==> src/rtl/maxnet_scheduler.sv <==
// Maxnet winner-take-all sequencer: time-multiplexes one 4-input weighted-sum
// unit (PLU) over four neurons per iteration, applies a sign-bit ReLU, and
// stops when at most one neuron survives or the iteration cap is reached.
module maxnet_scheduler #(
    parameter logic [31:0] SELF_W   = 32'h3F800000,
    parameter int unsigned MAX_ITER = 32
) (
    input  logic        clk,
    input  logic        rst,
    input  logic        start,
    input  logic [31:0] a_in1,
    input  logic [31:0] a_in2,
    input  logic [31:0] a_in3,
    input  logic [31:0] a_in4,
    input  logic [31:0] eps_w,
    output logic        plu_start,
    output logic [31:0] plu_w1,
    output logic [31:0] plu_w2,
    output logic [31:0] plu_w3,
    output logic [31:0] plu_w4,
    output logic [31:0] plu_a1,
    output logic [31:0] plu_a2,
    output logic [31:0] plu_a3,
    output logic [31:0] plu_a4,
    input  logic        plu_done,
    input  logic [31:0] plu_out,
    input  logic        plu_overflow,
    output logic        busy,
    output logic        done,
    output logic [1:0]  winner,
    output logic        winner_valid,
    output logic        timeout,
    output logic        overflow,
    output logic [7:0]  iter_count,
    output logic [31:0] act1,
    output logic [31:0] act2,
    output logic [31:0] act3,
    output logic [31:0] act4
);

    localparam logic [7:0] MAX_ITER_8 = 8'(MAX_ITER);

    typedef enum logic [2:0] {
        S_IDLE,
        S_LOAD,
        S_ISSUE,
        S_WAIT,
        S_STORE,
        S_CHECK,
        S_FINISH
    } state_t;

    state_t            state_q, state_d;
    logic [3:0][31:0]  act_q, act_d;      // activations driven to the PLU
    logic [3:0][31:0]  nxt_q, nxt_d;      // next-iteration activations being built
    logic [31:0]       eps_q, eps_d;
    logic [1:0]        j_q, j_d;          // neuron whose job is in flight
    logic [31:0]       res_q, res_d;      // PLU result captured with plu_done
    logic              res_ovf_q, res_ovf_d;
    logic              busy_q, busy_d;
    logic [1:0]        winner_q, winner_d;
    logic              winner_valid_q, winner_valid_d;
    logic              timeout_q, timeout_d;
    logic              overflow_q, overflow_d;
    logic [7:0]        iter_q, iter_d;

    logic [2:0]        alive_cnt;
    logic [1:0]        alive_idx;
    logic              op_en;

    // Count survivors of the finished iteration; magnitude bits only so -0.0 is dead.
    always_comb begin
        alive_cnt = '0;
        alive_idx = '0;
        for (int k = 0; k < 4; k++) begin
            if (nxt_q[k][30:0] != 31'd0) begin
                alive_cnt = alive_cnt + 3'd1;
                alive_idx = 2'(k);
            end
        end
    end

    // Next-state and datapath updates for the job sequencer.
    always_comb begin
        // NOTE: every variable gets a hold-value default first, so no path
        // through the case statement can leave one unassigned and infer a latch.
        state_d        = state_q;
        act_d          = act_q;
        nxt_d          = nxt_q;
        eps_d          = eps_q;
        j_d            = j_q;
        res_d          = res_q;
        res_ovf_d      = res_ovf_q;
        busy_d         = busy_q;
        winner_d       = winner_q;
        winner_valid_d = winner_valid_q;
        timeout_d      = timeout_q;
        overflow_d     = overflow_q;
        iter_d         = iter_q;

        unique case (state_q)
            S_IDLE: begin
                if (start) begin
                    winner_d       = '0;
                    winner_valid_d = 1'b0;
                    timeout_d      = 1'b0;
                    overflow_d     = 1'b0;
                    iter_d         = '0;
                    busy_d         = 1'b1;
                    state_d        = S_LOAD;
                end
            end
            S_LOAD: begin
                act_d   = {a_in4, a_in3, a_in2, a_in1};
                eps_d   = eps_w;
                j_d     = 2'd0;
                state_d = S_ISSUE;
            end
            S_ISSUE: begin
                state_d = S_WAIT;
            end
            S_WAIT: begin
                // The PLU only guarantees its result in the plu_done cycle.
                if (plu_done) begin
                    res_d     = plu_out;
                    res_ovf_d = plu_overflow;
                    state_d   = S_STORE;
                end
            end
            S_STORE: begin
                nxt_d[j_q] = res_q[31] ? 32'd0 : res_q;
                overflow_d = overflow_q | res_ovf_q;
                if (j_q == 2'd3) begin
                    state_d = S_CHECK;
                end else begin
                    j_d     = j_q + 2'd1;
                    state_d = S_ISSUE;
                end
            end
            S_CHECK: begin
                iter_d = iter_q + 8'd1;
                act_d  = nxt_q;
                j_d    = 2'd0;
                if (alive_cnt == 3'd1) begin
                    winner_d       = alive_idx;
                    winner_valid_d = 1'b1;
                    state_d        = S_FINISH;
                end else if (alive_cnt == 3'd0) begin
                    state_d = S_FINISH;
                end else if (iter_q + 8'd1 == MAX_ITER_8) begin
                    timeout_d = 1'b1;
                    state_d   = S_FINISH;
                end else begin
                    state_d = S_ISSUE;
                end
            end
            S_FINISH: begin
                busy_d  = 1'b0;
                state_d = S_IDLE;
            end
            default: begin
                state_d = S_IDLE;
            end
        endcase
    end

    // State and datapath registers; reset clears everything including results.
    always_ff @(posedge clk or negedge rst) begin
        if (!rst) begin
            state_q        <= S_IDLE;
            act_q          <= '0;
            nxt_q          <= '0;
            eps_q          <= '0;
            j_q            <= '0;
            res_q          <= '0;
            res_ovf_q      <= 1'b0;
            busy_q         <= 1'b0;
            winner_q       <= '0;
            winner_valid_q <= 1'b0;
            timeout_q      <= 1'b0;
            overflow_q     <= 1'b0;
            iter_q         <= '0;
        end else begin
            // NOTE: non-blocking assignments so every register samples the
            // pre-edge values, independent of statement order.
            state_q        <= state_d;
            act_q          <= act_d;
            nxt_q          <= nxt_d;
            eps_q          <= eps_d;
            j_q            <= j_d;
            res_q          <= res_d;
            res_ovf_q      <= res_ovf_d;
            busy_q         <= busy_d;
            winner_q       <= winner_d;
            winner_valid_q <= winner_valid_d;
            timeout_q      <= timeout_d;
            overflow_q     <= overflow_d;
            iter_q         <= iter_d;
        end
    end

    // Operands are live only while a job is launched or outstanding; act_q,
    // eps_q and j_q cannot change in ISSUE/WAIT, so they stay stable until plu_done.
    assign op_en     = (state_q == S_ISSUE) || (state_q == S_WAIT);
    assign plu_start = (state_q == S_ISSUE);

    assign plu_a1 = op_en ? act_q[0] : 32'd0;
    assign plu_a2 = op_en ? act_q[1] : 32'd0;
    assign plu_a3 = op_en ? act_q[2] : 32'd0;
    assign plu_a4 = op_en ? act_q[3] : 32'd0;

    assign plu_w1 = !op_en ? 32'd0 : (j_q == 2'd0) ? SELF_W : eps_q;
    assign plu_w2 = !op_en ? 32'd0 : (j_q == 2'd1) ? SELF_W : eps_q;
    assign plu_w3 = !op_en ? 32'd0 : (j_q == 2'd2) ? SELF_W : eps_q;
    assign plu_w4 = !op_en ? 32'd0 : (j_q == 2'd3) ? SELF_W : eps_q;

    assign done         = (state_q == S_FINISH);
    assign busy         = busy_q;
    assign winner       = winner_q;
    assign winner_valid = winner_valid_q;
    assign timeout      = timeout_q;
    assign overflow     = overflow_q;
    assign iter_count   = iter_q;
    assign act1         = act_q[0];
    assign act2         = act_q[1];
    assign act3         = act_q[2];
    assign act4         = act_q[3];

endmodule

==> config.mk <==
export PLATFORM = sky130hd
export DESIGN_NAME = maxnet_scheduler
export DESIGN_NICKNAME = d
export VERILOG_FILES = /design/src/rtl/maxnet_scheduler.sv
export SDC_FILE = /design/constraint.sdc
export NUM_CORES = 1
export LEC_CHECK = 0
export BUFFER_PORTS_ARGS = -buffer_cell sky130_fd_sc_hd__buf_2
export CAP_MARGIN = 20
export CORE_AREA = 5 5 230 232
export CTS_CLUSTER_DIAMETER = 100
export DETAILED_ROUTE_END_ITERATION = 10
export DIE_AREA = 0 0 235 237
export PLACE_DENSITY = 0.56
export SYNTH_ARGS = -nofsm -noshare
export SYNTH_HDL_FRONTEND = slang
export SYNTH_SLANG_ARGS = --single-unit
==> constraint.sdc <==
create_clock -name clk -period 5.95 [get_ports clk]
set_clock_uncertainty 0.2 [all_clocks]
set_input_delay 0.2975 -clock clk [delete_from_list [all_inputs] [get_ports clk]]
set_output_delay 0.2975 -clock clk [all_outputs]
set_load 0.03 [all_outputs]
# After elaboration in Yosys (flattened, before gate mapping)
# Index checks and enable logic that the tools add are counted.
# totals
register_bits	340
inputBits	197
out_inout_bits	400
# op_classes
mux	48
bitwise	1
order_cmp	2
n_eq_ne	18
n_addsub	5
n_reduce_logical	23
# op_table
operator	count
$mux 32	13
$pmux 128 s2	1
$bwmux 128	1
$reduce_bool 31->1	4
$demux 32 s2	1
$mux 31	1
$mux 3	9
$pmux 3 s6	1
$pmux 8 s2	1
$ne 2x2->1 const B	7
$reduce_and 2->1	6
$mux 2	5
$reduce_bool 2->1	5
$add 3x1->3 const B	3
$eq 3x3->1 const B	3
$add 8x1->8 const B	1
$eq 8x6->1 const B	1
$mux 1	8
$mux 8	1
$pmux 1 s2	4
$pmux 2 s2	2
$eq 3x1->1 const B	2
$eq 3x2->1 const B	2
$logic_not 3->1	2
12 further kinds	13

# Longest topological paths before layout
# Gate-level depths: netlist (run 1).
# logic_depth
word_depth	12
depth_mapped	12
depth_no_buf	12

# Least setup slack after synthesis (run 1)
# No wires, ideal clock.
# synth_timing
path_kind	flip-flop to flip-flop
startpoint	register nxt_q[22] (netlist bit)
endpoint	register winner_q[1] (netlist: winner[1])
n_path_buf	0
t_required_ns	5.664
stages_incl_launch_ff	10
setup_ns	0.086
slack_ns	2.618
synth_period_minus_slack_ns	3.332
arrival_time_ns	3.047
path_cell_list	dfrtp_1 > nor4_1 > nand4_1 > or2_2 > ha_1 > xnor2_1 > ha_1 > o32a_1 > or4_1 > a32oi_1
# synth_between
elab_chain_len	11
# synth_rtl
element	line_no	text
start: declaration	55	logic [3:0][31:0] nxt_q, nxt_d;
start signal: assignment	188	nxt_q <= nxt_d;
$reduce_bool 31->1 (*)	76	if (nxt_q[k][30:0] != 31'd0) begin
$mux 1 (*)	76	
$add 3x1->3	77	alive_cnt = alive_cnt + 3'd1;
$mux 3 (*)	76	
$add 3x1->3	77	
$mux 3 (*)	76	
$add 3x1->3	77	
$mux 3 (*)	76	
$eq 3x1->1 (*)	144	if (alive_cnt == 3'd1) begin
$ne 2x2->1 (no source line) (*)	--	
$reduce_and 3->1 (no source line) (*)	--	
end signal: assignment	194	winner_q <= winner_d;
end: declaration	61	logic [1:0] winner_q, winner_d;
# Every way passes the cells marked *; elsewhere a longest branch is shown, timed or not.
# A chain may end at the register's enable or synchronous reset.

# Worst setup path after layout (run 1)
# layout_timing
startpoint	register nxt_q[55] (netlist bit)
endpoint	register winner_q[1] (netlist: winner[1])
# layout_between
elab_chain_len	9
# layout_rtl
element	line_no
$reduce_bool 31->1 (*)	76
$mux 3 (*)	76
$add 3x1->3	77
$mux 3 (*)	76
$add 3x1->3	77
$mux 3 (*)	76
$eq 3x1->1 (*)	144
$ne 2x2->1 (no source line) (*)	--
$reduce_and 3->1 (no source line) (*)	--
# Marked as above.

==> results of run 1 <==
through the flow:
stage / cell area, um^2 / hold slack (ns)
final: 22900 / 0.0416
after global routing: 22900 / 0.0629
after CTS: 22900 / 0.0419
after detailed placement: 19500 / 0.0524
after global placement: 19400 / 0.0488
after floorplan: 15800 / -0.198
cells by family (layout without fill, tap and decap cells):
| kind of cell | after synthesis | after routing | synth area share |
|---|---|---|---|
| AO/OA/AOI/OAI | 285 | 285 | 0.0929 |
| XOR/XNOR | 6 | 6 | 0.00332 |
| adder cells (fa/ha/maj) | 8 | 8 | 0.00632 |
| buffers and inverters | 116 | 890 | 0.0275 |
| flip-flops | 336 | 336 | 0.531 |
| multiplexers | 190 | 190 | 0.125 |
| other | 0 | 7 | 0 |
| AND/OR/NAND/NOR | 684 | 684 | 0.214 |
Yosys cell counts:
| cell type | count | area [um^2] |
|---|---|---|
| o31a_1 | 1 | 8.76 |
| nor2_1 | 77 | 289 |
| nor4_1 | 29 | 181 |
| o21ai_0 | 266 | 1330 |
| o211ai_2 | 1 | 12.5 |
| and3_1 | 3 | 18.8 |
| and3b_1 | 1 | 8.76 |
| nor3b_1 | 1 | 7.51 |
| nand2_1 | 278 | 1040 |
| or4_1 | 2 | 15.0 |
| a21boi_0 | 1 | 7.51 |
| a22o_1 | 1 | 8.76 |
| a31oi_1 | 1 | 6.26 |
| nand4_1 | 8 | 50.1 |
| nor3_1 | 7 | 35.0 |
| mux2i_1 | 125 | 1250 |
| nand3b_1 | 1 | 7.51 |
| inv_2 | 1 | 3.75 |
| o32a_1 | 1 | 10.0 |
| mux2_2 | 65 | 732 |
| and2_1 | 228 | 1430 |
| inv_1 | 6 | 22.5 |
| dfrtp_1 | 336 | 8410 |
| a22oi_1 | 2 | 15.0 |
| nand3_1 | 12 | 60.1 |
| o31ai_1 | 1 | 7.51 |
| xor2_1 | 3 | 26.3 |
| ha_1 | 8 | 100 |
| a41oi_1 | 1 | 8.76 |
| a21oi_1 | 6 | 30.0 |
| a311oi_1 | 1 | 8.76 |
| buf_1 | 7 | 26.3 |
| clkbuf_1 | 102 | 383 |
| nor2b_1 | 1 | 6.26 |
| xnor2_1 | 3 | 26.3 |
| a21o_1 | 1 | 7.51 |
| nor4_2 | 1 | 12.5 |
| nand2b_1 | 33 | 206 |
| or2_2 | 2 | 12.5 |
| a32oi_1 | 1 | 8.76 |
power groups by stage:
| stage | logic (mW) | registers, mW | clock network (mW) |
|---|---|---|---|
| after detailed placement | 8.42 | 4.13 | 0 |
| after global routing | 9.14 | 4.23 | 2.80 |
| after CTS | 8.55 | 4.10 | 2.71 |
| after global placement | 8.34 | 4.07 | 0 |
| after floorplan | 4.98 | 4.62 | 0 |
| final | 8.51 | 4.08 | 2.63 |
area by class of cell:
| cell class | count | area share |
|---|---|---|
| clock buffers | 63 | 0.0558 |
| diodes | 7 | 0.000764 |
| repair buffers | 808 | 0.225 |
| well taps | 680 | 0.0371 |
| flip-flops and latches | 336 | 0.367 |
| multi-input cells | 1173 | 0.306 |
| clock inverters | 12 | 0.00682 |
| inverters | 7 | 0.00115 |
state kept, by name, summed over array words and instances (netlist names):
signal / count
winner: 2
timeout: 1
nxt_q: 124
eps_q: 32
res_q: 32
iter_count: 8
j_q: 2
act3: 32
act2: 32
res_ovf_q: 1
overflow: 1
state_q: 3
act4: 32
act1: 32
busy: 1
winner_valid: 1
path summary, 6_finish.rpt:
check | to | slack [ns] | cells past startpoint
max | winner[1]$_DFFE_PN0P_ | 1.88 | 10
min | eps_q[10]$_DFFE_PN0P_ | 0.04 | 2
max reg2reg | winner[1]$_DFFE_PN0P_ | 1.88 | 10
min reg2reg | act4[31]$_DFFE_PN0P_ | 0.28 | 2
max in group asynchronous | state_q[2]$_DFFE_PN0P_ | 4.14 | 3
min in group clk | act4[31]$_DFFE_PN0P_ | 0.28 | 2
routing by layer:
metal / up-vias / GRT usage / routed length (um)
met3: 91 / 0.0443 / 3470
met5: - / 0 / 7
li1: 6954 / - / -
met2: 463 / 0.376 / 30800
met1: 6941 / 0.274 / 26200
met4: 2 / 0.0589 / 1710
worst max-delay path, stage by stage (launching register included):
cell     delay, ns
dfrtp_1       0.40
nor4_1        0.46
nand4_1       0.13
nor2_1        0.45
inv_1         0.12
ha_1          0.38
xnor2_1       0.42
ha_1          0.32
o32a_1        0.42
or4_1         0.53
a32oi_1       0.15
repair_timing:
item	in CTS	in global routing
endpoints found under the hold margin	250	0
setup endpoints to repair	0	0
hold buffers	196	0
==> flow_summary_export.csv, run 1 <==
group,metric,value,unit
floorplan,die_x,235,um
cells_and_area,nets,2572,
sta,layout_setup_ws,1.88,ns
cts,cts_root_buf,"clkbuf_16",
flow_run,maxCapViolCount,0,
power,clockPowerShare,0.173,
global_route,overflow,0,
cells_and_area,mostFrequentLayoutCells,"buf_2 (595), dfrtp_1 (335), nand2_1 (278), o21ai_0 (266), and2_1 (228)",
cts,clk_pin_slew,0.06,ns
placement,dp_hpwl,44.9,mm
synth,avgSynthCellArea,9.74,um^2
setup_path,critPathKind,"flop to flop",
sta,final_hold_viol_count,0,
power,ir_drop,393,uV
placement,io_buffers,596,
synth,ys_seq_elements,336,
cts,clock-sinks,336,
synth,synth_warnings,0,
status,status,"completed",
sta,slew_viol_final,0,
sta,rsz0062_at_grt,"false",
placement,dp_worst_setup_slack,1.95,ns
sta,setup_viol,0,
global_route,grt_pass1_vias,14897,
global_route,antenna_found_initial,12,
synth,yosys.cell_types.count,40,
cells_and_area,drive_gt1_frac,0.316,
cts,htreeDepth,2,
cts,cts_tree,"built",
cts,cts_resized,0,
cells_and_area,final_cell_count_no_fill,3086,
cells_and_area,fillCellCount,4856,
cells_and_area,multi_input_comb_area,0.00703,mm^2
setup_path,start_kind,"flop",
setup_path,crit_path_end_kind,"flop",
setup_path,worstSetupStartpoint,"nxt_q[55]$_DFFE_PN0P_",
power,seqPwrFrac,0.268,
cells_and_area,area_growth,44.9,%
synth,synth_cells,1625,
sta,max_freq,0.246,GHz
cells_and_area,final_core_util,0.452,
route,num_vias,14451,
sta,fin_crit_sh,0.685,
power,p_total,15.2,mW
cts,post_cts_buffers,0,
sta,tightest_slew,1.10,ns
cells_and_area,ff_latch_area,0.00841,mm^2
sta,tns,0,ns
power,switchingPower,7.75,mW
floorplan,die_y,237,um
floorplan,core,0.0508,mm^2
power,p_per_area,664,mW/mm^2
global_route,track_usage,0.216,
cts,cts_buffers,41,
route,drt_iter0_markers,735,
route,drt_wl_total,62.2,mm
cts,insertion_delay,0.56,ns
power,p_sw_frac,0.509,
global_route,grt_pass1_wl,93.3,mm
route,wl_per_cell,20.2,um
synth,ys_seq_area_frac,0.531,
floorplan,ios,597,
route,antenna_left,0,
power,power.internal,7.48,mW
setup_path,cp.required,6.21,ns
floorplan,initial_utilization,0.312,
setup_path,worstPathMaxFanout,5,
synth,synthesis.nets,1830,
power,p_comb_frac,0.559,
setup_path,reg2reg_from,"nxt_q[55]$_DFFE_PN0P_",
placement,dp.cells,2805,
route,drc,0,
setup_path,worstPathArrival,4.34,ns
route,drt_first_pass_iters,5,
route,vias_per_cell,4.68,
synth,netlist_area,0.0158,mm^2
placement,place_congestion,0.857,
cts,clockBufferDepth,3,
cells_and_area,layout_commonest_cell,"buf_2",
sta,period_needed,4.07,ns
floorplan,placementRows,83,
floorplan,dieArea,0.0557,mm^2
global_route,grt_max_degree,168,
hold_path,min_path_type,"input port to asynchronous set/reset pin",
sta,slew_headroom,0.267,
power,leakagePower,11.2,nW
No activity file was read; power rests on OpenSTA's default activity.
==> run 2, diff against run 1 <==
CORE_AREA = 5 5 232 234   (was 5 5 230 232)
DIE_AREA = 0 0 237 239   (was 0 0 235 237)
PLACE_DENSITY = 0.55   (was 0.56)
clock period = 3.8 ns   (was 5.95 ns; I/O delays follow)
==> flow_summary_export.csv, run 2 (same netlist as run 1, synthesis figures left out) <==
group,metric,value,unit
global_route,grt_pass1_vias,14861,
power,ir_drop,853,uV
setup_path,start_kind,"flop",
route,antenna_left,0,
setup_path,slowest_delay,0.42,ns
global_route,grt_pass1_wl,93.0,mm
cells_and_area,nets,2584,
floorplan,dieArea,0.0566,mm^2
sta,slew_viol_final,0,
floorplan,die_y,239,um
cells_and_area,area_growth,45.2,%
placement,placed_area,0.0196,mm^2
floorplan,core,0.0518,mm^2
placement,dp_hpwl,46.4,mm
route,drt_iter0_markers,607,
sta,final_hold_viol_count,0,
power,p_per_area,1050,mW/mm^2
route,wl_per_cell,20.4,um
route,drt_first_pass_iters,4,
cts,cts_buffers,41,
setup_path,crit_path_end_kind,"flop",
floorplan,initial_utilization,0.306,
setup_path,cp.required,4.05,ns
setup_path,reg2reg_depth,10,
route,num_vias,14445,
route,drt_wl_total,63.2,mm
sta,holdWs,0.141,ns
power,power.internal,11.8,mW
cts,cts_root_buf,"clkbuf_16",
setup_path,path_common_cell,"ha_1",
setup_path,worstPathArrival,3.75,ns
cts,clk_pin_slew,0.06,ns
sta,setup_viol,0,
cts,htreeDepth,2,
cells_and_area,layout_commonest_cell,"buf_2",
global_route,track_usage,0.215,
placement,io_buffers,596,
power,p_comb_frac,0.566,
setup_path,worstSetupStartpoint,"nxt_q[27]$_DFFE_PN0P_",
sta,tns,0,ns
sta,fin_crit_sh,0.922,
global_route,grt_max_degree,114,
route,vias_per_cell,4.66,
sta,max_freq,0.285,GHz
sta,layout_setup_ws,0.295,ns
power,p_sw_frac,0.508,
sta,tightest_slew,1.06,ns
cts,insertion_delay,0.56,ns
cells_and_area,design_area,0.0230,mm^2
route,drc,0,
power,seqPwrFrac,0.267,
sta,slew_headroom,0.292,
sta,period_needed,3.51,ns
cells_and_area,regMostFlops,"nxt_q",
setup_path,path_cells,"nor4_2, nand4_1, or2_2, ha_1, xnor2_1, ha_1, o32a_1, buf_4, o31a_1, a311oi_1",
floorplan,ios,597,
power,switchingPower,12.2,mW
setup_path,reg2reg_from,"nxt_q[27]$_DFFE_PN0P_",
sta,rsz0062_at_grt,"false",
floorplan,placementRows,84,
flow_run,maxCapViolCount,0,
setup_path,worstPathMaxFanout,4,
power,clockPowerShare,0.167,
cells_and_area,mostFrequentLayoutCells,"buf_2 (595), dfrtp_1 (335), nand2_1 (278), o21ai_0 (266), and2_1 (228)",
cts,cts_tree,"built",
setup_path,critPathSlowestCell,"dfrtp_1",
placement,place_congestion,0.834,
placement,dp_worst_setup_slack,0.227,ns
power,leakagePower,11.3,nW
global_route,overflow,0,
setup_path,critPathKind,"flop to flop",
cts,clock-sinks,336,
cells_and_area,drive_gt1_frac,0.319,
status,status,"completed",
cts,clockBufferDepth,3,
cts,post_cts_buffers,0,
hold_path,min_path_type,"input port to asynchronous set/reset pin",
cells_and_area,largest_reg_flops,124,
global_route,antenna_found_initial,9,
floorplan,die_x,237,um
cells_and_area,fillCellCount,4958,
run 2: cell types whose count changed in the layout (fill, tap and decap cells not counted), sizes merged:
cell      previous run  this run
clkinvlp             1         2
diode                7         4
clkbuf              63        58
inv                  7         9
buf                612       624
run 2: final timing paths:
kind | end | slack, ns
min in group clk | eps_q[5]$_DFFE_PN0P_ | 0.20
hold reg to reg | act4[30]$_DFFE_PN0P_ | 0.29
max in group asynchronous | state_q[2]$_DFFE_PN0P_ | 2.32
setup reg to reg | winner[0]$_DFFE_PN0P_ | 0.29
setup / recovery | winner[0]$_DFFE_PN0P_ | 0.29
hold / removal | act2[31]$_DFFE_PN0P_ | 0.14
run 2: area by class of cell:
type | instances | area [um^2] | area share
well taps | 688 | 861 | 0.0375
flip-flops and latches | 336 | 8410 | 0.366
multi-input cells | 1173 | 7040 | 0.306
clock buffers | 58 | 1190 | 0.0518
diodes | 4 | 10.0 | 0.000436
clock inverters | 15 | 189 | 0.00822
repair buffers | 820 | 5250 | 0.229
inverters | 7 | 26.3 | 0.00114
run 2: critical path: cells and delay by family (launching register included):
kind,cells,cell delay [ns]
buffers and inverters,1,0.16
AND/OR/NAND/NOR,3,0.88
flip-flops,1,0.42
AO/OA/AOI/OAI,3,0.88
adder cells (fa/ha/maj),2,0.62
XOR/XNOR,1,0.25
run 2: layer usage:
layer	part of all wire	track usage	wire length, um	vias to the layer above
met2	0.49	0.362	30900	490
li1	-	-	-	6980
met1	0.42	0.275	26200	6873
met4	0.031	0.0733	1970	4
met3	0.065	0.0473	4090	98
met5	0.00043	0	27	-
run 2: metrics by stage:
stage / cells / power [mW] / utilization
after global routing: 3097 / 25.6 / 0.443
final: 3101 / 24.0 / 0.443
after global placement: 2826 / 19.8 / 0.378
after detailed placement: 2826 / 20.0 / 0.378
after CTS: 3095 / 24.3 / 0.442
after floorplan: 1625 / 15.0 / -
run 2: timing repair:
action / in CTS / in global routing
hold buffers: 196 / 0
setup endpoints to repair: 0 / 2
resized for setup: 0 / 2
hold endpoints to repair: 304 / 0
run 2: power groups by stage:
stage	Combinational [mW]	Sequential, mW	Clock, mW
2_1_floorplan	7.80	7.23	0
3_3_place_gp	13.4	6.38	0
3_5_place_dp	13.5	6.48	0
4_1_cts	13.7	6.43	4.12
5_1_grt	14.7	6.64	4.27
6_report	13.6	6.42	4.01
